===== src/rtl/gray_counter.sv =====
// Gray-code counter: up/down step, binary parallel load, wrap or saturate at terminal count.
// Optional single-bit-change checker on gray is enabled by defining GRAY_COUNTER_CHECK_EN.
module gray_counter #(
    parameter int WIDTH = 4,
    parameter bit WRAP  = 1'b1
) (
    input  logic             clk,
    input  logic             rst_n,
    input  logic             en,
    input  logic             up,
    input  logic             load,
    input  logic [WIDTH-1:0] load_bin,
    output logic [WIDTH-1:0] bin,
    output logic [WIDTH-1:0] gray,
    output logic             tc,
    output logic             wrapped,
    output logic             err
);

    localparam logic [WIDTH-1:0] ALL_ONES = {WIDTH{1'b1}};
    localparam logic [WIDTH-1:0] ALL_ZERO = {WIDTH{1'b0}};

    typedef enum logic [1:0] {
        OP_HOLD = 2'd0,
        OP_LOAD = 2'd1,
        OP_STEP = 2'd2
    } op_e;

    function automatic logic [WIDTH-1:0] bin2gray(input logic [WIDTH-1:0] b);
        return b ^ (b >> 1);
    endfunction

    op_e              op_s;
    logic [WIDTH-1:0] step_val_s;
    logic             tc_s;
    logic [WIDTH-1:0] bin_q, bin_d;
    logic [WIDTH-1:0] gray_q, gray_d;
    logic             wrapped_q, wrapped_d;

    // Operation select, terminal count and candidate step value.
    always_comb begin
        op_s = OP_HOLD;
        if (load) begin
            op_s = OP_LOAD;
        end else if (en) begin
            op_s = OP_STEP;
        end else begin
            op_s = OP_HOLD;
        end

        if (up) begin
            step_val_s = bin_q + WIDTH'(1);
            tc_s       = (bin_q == ALL_ONES);
        end else begin
            step_val_s = bin_q - WIDTH'(1);
            tc_s       = (bin_q == ALL_ZERO);
        end
    end

    // Next-state: a terminal-count step either wraps with a pulse or holds.
    always_comb begin
        bin_d     = bin_q;
        wrapped_d = 1'b0;
        case (op_s)
            OP_LOAD: begin
                bin_d     = load_bin;
                wrapped_d = 1'b0;
            end
            OP_STEP: begin
                if (tc_s) begin
                    if (WRAP) begin
                        bin_d     = step_val_s;
                        wrapped_d = 1'b1;
                    end else begin
                        bin_d     = bin_q;
                        wrapped_d = 1'b0;
                    end
                end else begin
                    bin_d     = step_val_s;
                    wrapped_d = 1'b0;
                end
            end
            OP_HOLD: begin
                bin_d     = bin_q;
                wrapped_d = 1'b0;
            end
            default: begin
                bin_d     = bin_q;
                wrapped_d = 1'b0;
            end
        endcase
        gray_d = bin2gray(bin_d);
    end

    // Count registers; bin and gray always load on the same edge.
    always_ff @(posedge clk) begin
        if (!rst_n) begin
            bin_q     <= ALL_ZERO;
            gray_q    <= ALL_ZERO;
            wrapped_q <= 1'b0;
        end else begin
            bin_q     <= bin_d;
            gray_q    <= gray_d;
            wrapped_q <= wrapped_d;
        end
    end

    assign bin     = bin_q;
    assign gray    = gray_q;
    assign wrapped = wrapped_q;
    assign tc      = tc_s;

`ifdef GRAY_COUNTER_CHECK_EN
    function automatic logic multi_bit(input logic [WIDTH-1:0] x);
        return |(x & (x - WIDTH'(1)));
    endfunction

    logic [WIDTH-1:0] prev_gray_q;
    logic             stepped_q;
    logic             err_q;

    // Compare gray against its previous value one cycle after every step edge.
    always_ff @(posedge clk) begin
        if (!rst_n) begin
            prev_gray_q <= ALL_ZERO;
            stepped_q   <= 1'b0;
            err_q       <= 1'b0;
        end else begin
            prev_gray_q <= gray_q;
            stepped_q   <= (op_s == OP_STEP);
            if (stepped_q && multi_bit(gray_q ^ prev_gray_q)) begin
                err_q <= 1'b1;
            end else begin
                err_q <= err_q;
            end
        end
    end

    assign err = err_q;
`else
    assign err = 1'b0;
`endif

endmodule

===== config.mk =====
export PLATFORM = sky130hd
export DESIGN_NAME = gray_counter
export DESIGN_NICKNAME = d
export VERILOG_FILES = /design/src/rtl/gray_counter.sv
export SDC_FILE = /design/constraint.sdc
export NUM_CORES = 1
export LEC_CHECK = 0
export CAP_MARGIN = 5
export CORE_MARGIN = 1.5
export CORE_UTILIZATION = 40
export DETAILED_ROUTE_END_ITERATION = 8
export PLACE_DENSITY = 0.74
export SLEW_MARGIN = 20
export SYNTH_ARGS = -nofsm -noshare
export SYNTH_HDL_FRONTEND = slang
export SYNTH_SLANG_ARGS = --single-unit

===== constraint.sdc =====
create_clock -name clk -period 2.7 [get_ports clk]
set_clock_uncertainty 0.15 [all_clocks]
set_input_delay 0.675 -clock clk [delete_from_list [all_inputs] [get_ports clk]]
set_output_delay 0.675 -clock clk [all_outputs]
set_load 0.005 [all_outputs]

==> results.cfg <==
[run_status]
outcome = completed

[cts]
clock_latency_ns = 0.24
clock_sinks = 8
clk_pin_slew_ns = 0.05
root_buffer = clkbuf_4
cts_buffers = 3
cts_tree = yes
htreeDepth = 1
clk_path_buf_depth = 2

[synth]
netlist_area_um2 = 528
synth.top_cells.by_area = dfxtp_1 30%, xnor2_1 5.0%, ha_1 4.7%, buf_6 4.3%, o31ai_4 4.0%
yosysWarningCount = 0
synth.avg_cell_area_um2 = 9.43
synth_top_cell_by_area = dfxtp_1
ys_seq_area_share_pct = 30.3
yosysUniqueCellTypes = 31
synth-seq-cells = 8
synth_top_area_share_pct = 30.3
postSynthCellCount = 56
syn-num-nets = 68

[place]
gp_congestion = 0.790
numPortBuffers = 18
place_area_um2 = 711
dpl.hpwl_um = 808
dp_worst_setup_slack_ns = -0.405

[power_and_ir_drop]
power.switching_uw = 90.6
leakage_nw = 0.311
pwr-share-comb_pct = 33.8
vdd_drop_max_mv = 0.384
p_seq_share_pct = 40.9
swShare_pct = 26.7
clock_power_share_pct = 25.3
powerDensity_nw_per_um2 = 465
p_total_uw = 339
p_int_uw = 249

[floorplan]
die_y_um = 39.3
io_pins = 20
start_util_pct = 45.1
die_w_um = 39.3
core_um2 = 1170
rows = 12
die_area_um2 = 1550

[critical_path]
max_stage_delay_ns = 0.53
cp-end-kind = primary output
critPathArrivalTime_ns = 1.74
crit_chain = dlygate4sd2_1, or4_1, o21ai_2, buf_2
reg2reg_to = gray[1]
cp_max_fo = 2
crit_required_ns = 1.88
critical_path_class = primary input to primary output
timing.rr.start = bin[0]
rr_worst_depth = 7
slowest_stage = or4_1
reg2reg_slack_ns = 0.61
start_kind = primary input

[global_route]
grt_pass1_vias = 412
antenna_found_initial = 0
grt_max_degree = 10
grt_pass1_wl_um = 1580
grtUsageTotal_pct = 15.5
overflow = 0

[worst_hold_path]
hold_depth = 2
min_path_type = flop to flop
hold_end = wrapped
holdCritStartpoint = bin[2]

[detailed_routing]
dr.pass1.iters = 4
vias_per_cell = 4.90
drc = 0
first_iter_violations = 7
drt-total-wl_um = 989
num_vias = 441
postRouteAntennaNets = 0
wl_per_cell_um = 11.0

[layout]
postLayoutCellArea_um2 = 731
area_growth_pct = 38.4
diodes = 0
final_core_util_pct = 62.4
fillCellCount = 108
drive_gt1_share_pct = 15.8
finalNetCount = 90

[sta]
finalHoldViolCount = 0
max_freq_mhz = 390
period_share_pct = 94.9
layout_setup_ws_ns = 0.138
fin_crit_ns = 2.56
rsz0062_at_grt = no
drv_slew = 0
setup_viol = 0

[run]
drv_cap = 0
## metrics by stage
stage | std cells | hold slack [ns] | TNS, ns
after floorplan | 56 | 0.522 | 0
after CTS | 90 | 0.530 | 0
final | 90 | 0.533 | 0
after global routing | 90 | 0.559 | 0
after detailed placement | 87 | 0.559 | -0.741
after global placement | 87 | 0.557 | -0.710
## cells by family (layout without fill, tap and decap cells)
kind of cell               count (synthesis)  after routing  share of synthesized area (%)
AOI/OAI and AO/OA                         10             10                           16.8
xor gates and xnor gates                   4              4                           6.64
adders and majority gates                  3              3                           8.53
buffers and inverters                      9             29                           10.7
DFF                                        8              8                           30.3
muxes                                      2              2                           4.03
other                                      1              1                          0.710
and+or+nand+nor                           19             19                           22.3
## worst max path at each step
stage	start	to	slack [ns]	cells after the start
finish	up	tc	0.14	4
global placement	up	tc	-0.41	4
global route	up	tc	0.11	4
CTS	up	tc	0.13	4
floorplan	up	gray[1]	0.45	5
detailed placement	up	tc	-0.41	4
## critical path: cells and delay by family
kind                   cells  cell delay (ns)
AO/OA/AOI/OAI              1             0.16
buffers and inverters      2             0.37
AND/OR/NAND/NOR            1             0.53
## sequential cells by signal, indices dropped and copies added, names as in the netlist
register	flops
gray	3
bin	4
wrapped	1
## cell usage in the layout, fill, tap and decap left out, types with 2 or more instances in the layout
master / instances
nor2b_1: 3
a21oi_1: 2
clkbuf_4: 3
buf_4: 3
nor2_1: 4
dfxtp_1: 8
ha_1: 2
xnor2_1: 3
clkdlybuf4s50_1: 16
inv_1: 5
nand3_1: 3
and3_1: 2
## layout make-up
| type | count | area, um2 | share of cell area (%) |
|---|---|---|---|
| clock buffer | 3 | 22.5 | 3.08 |
| inverter | 5 | 18.8 | 2.57 |
| multi-input combinational | 39 | 315 | 43.2 |
| sequential | 8 | 160 | 21.9 |
| tap | 14 | 17.5 | 2.40 |
| timing repair buffer | 21 | 196 | 26.9 |
## cell usage after synthesis (all sizes together)
cell / number
dfxtp: 8
inv: 5
nor2b: 5
buf: 4
nor2: 4
nand3: 3
xnor2: 3
a21oi: 2
and3: 2
ha: 2
a2111o: 1
a211oi: 1
a22oi: 1
a31oi: 1
conb: 1
fa: 1
mux2: 1
mux2i: 1
nand2b: 1
nand4: 1
nor3: 1
o21a: 1
o21ai: 1
o21bai: 1
o31ai: 1
or3b: 1
or4: 1
xor2: 1
## layer usage
layer | part of all wire (%) | wire [um] | GRT usage (%)
met5 | 0 | 0 | 0
met4 | 0 | 0 | 2.59
met3 | 8.2 | 81 | 6.82
met2 | 44 | 434 | 26.3
met1 | 48 | 473 | 18.1
## power groups by stage
| stage | clock [mW] | combinational, mW | sequential, mW |
|---|---|---|---|
| after floorplan | 0 | 0.0661 | 0.141 |
| after global placement | 0 | 0.116 | 0.141 |
| after detailed placement | 0 | 0.117 | 0.141 |
| after CTS | 0.0903 | 0.117 | 0.139 |
| after global routing | 0.0947 | 0.126 | 0.141 |
| final | 0.0857 | 0.115 | 0.139 |
## timing repair
action / CTS / global route
hold buffers: 0 / 0
gates resized for setup: 6 / 0
buffers inserted: 0 / 0
setup endpoints to repair: 1 / 0
Note: power is estimated with default switching activity, not from simulation.
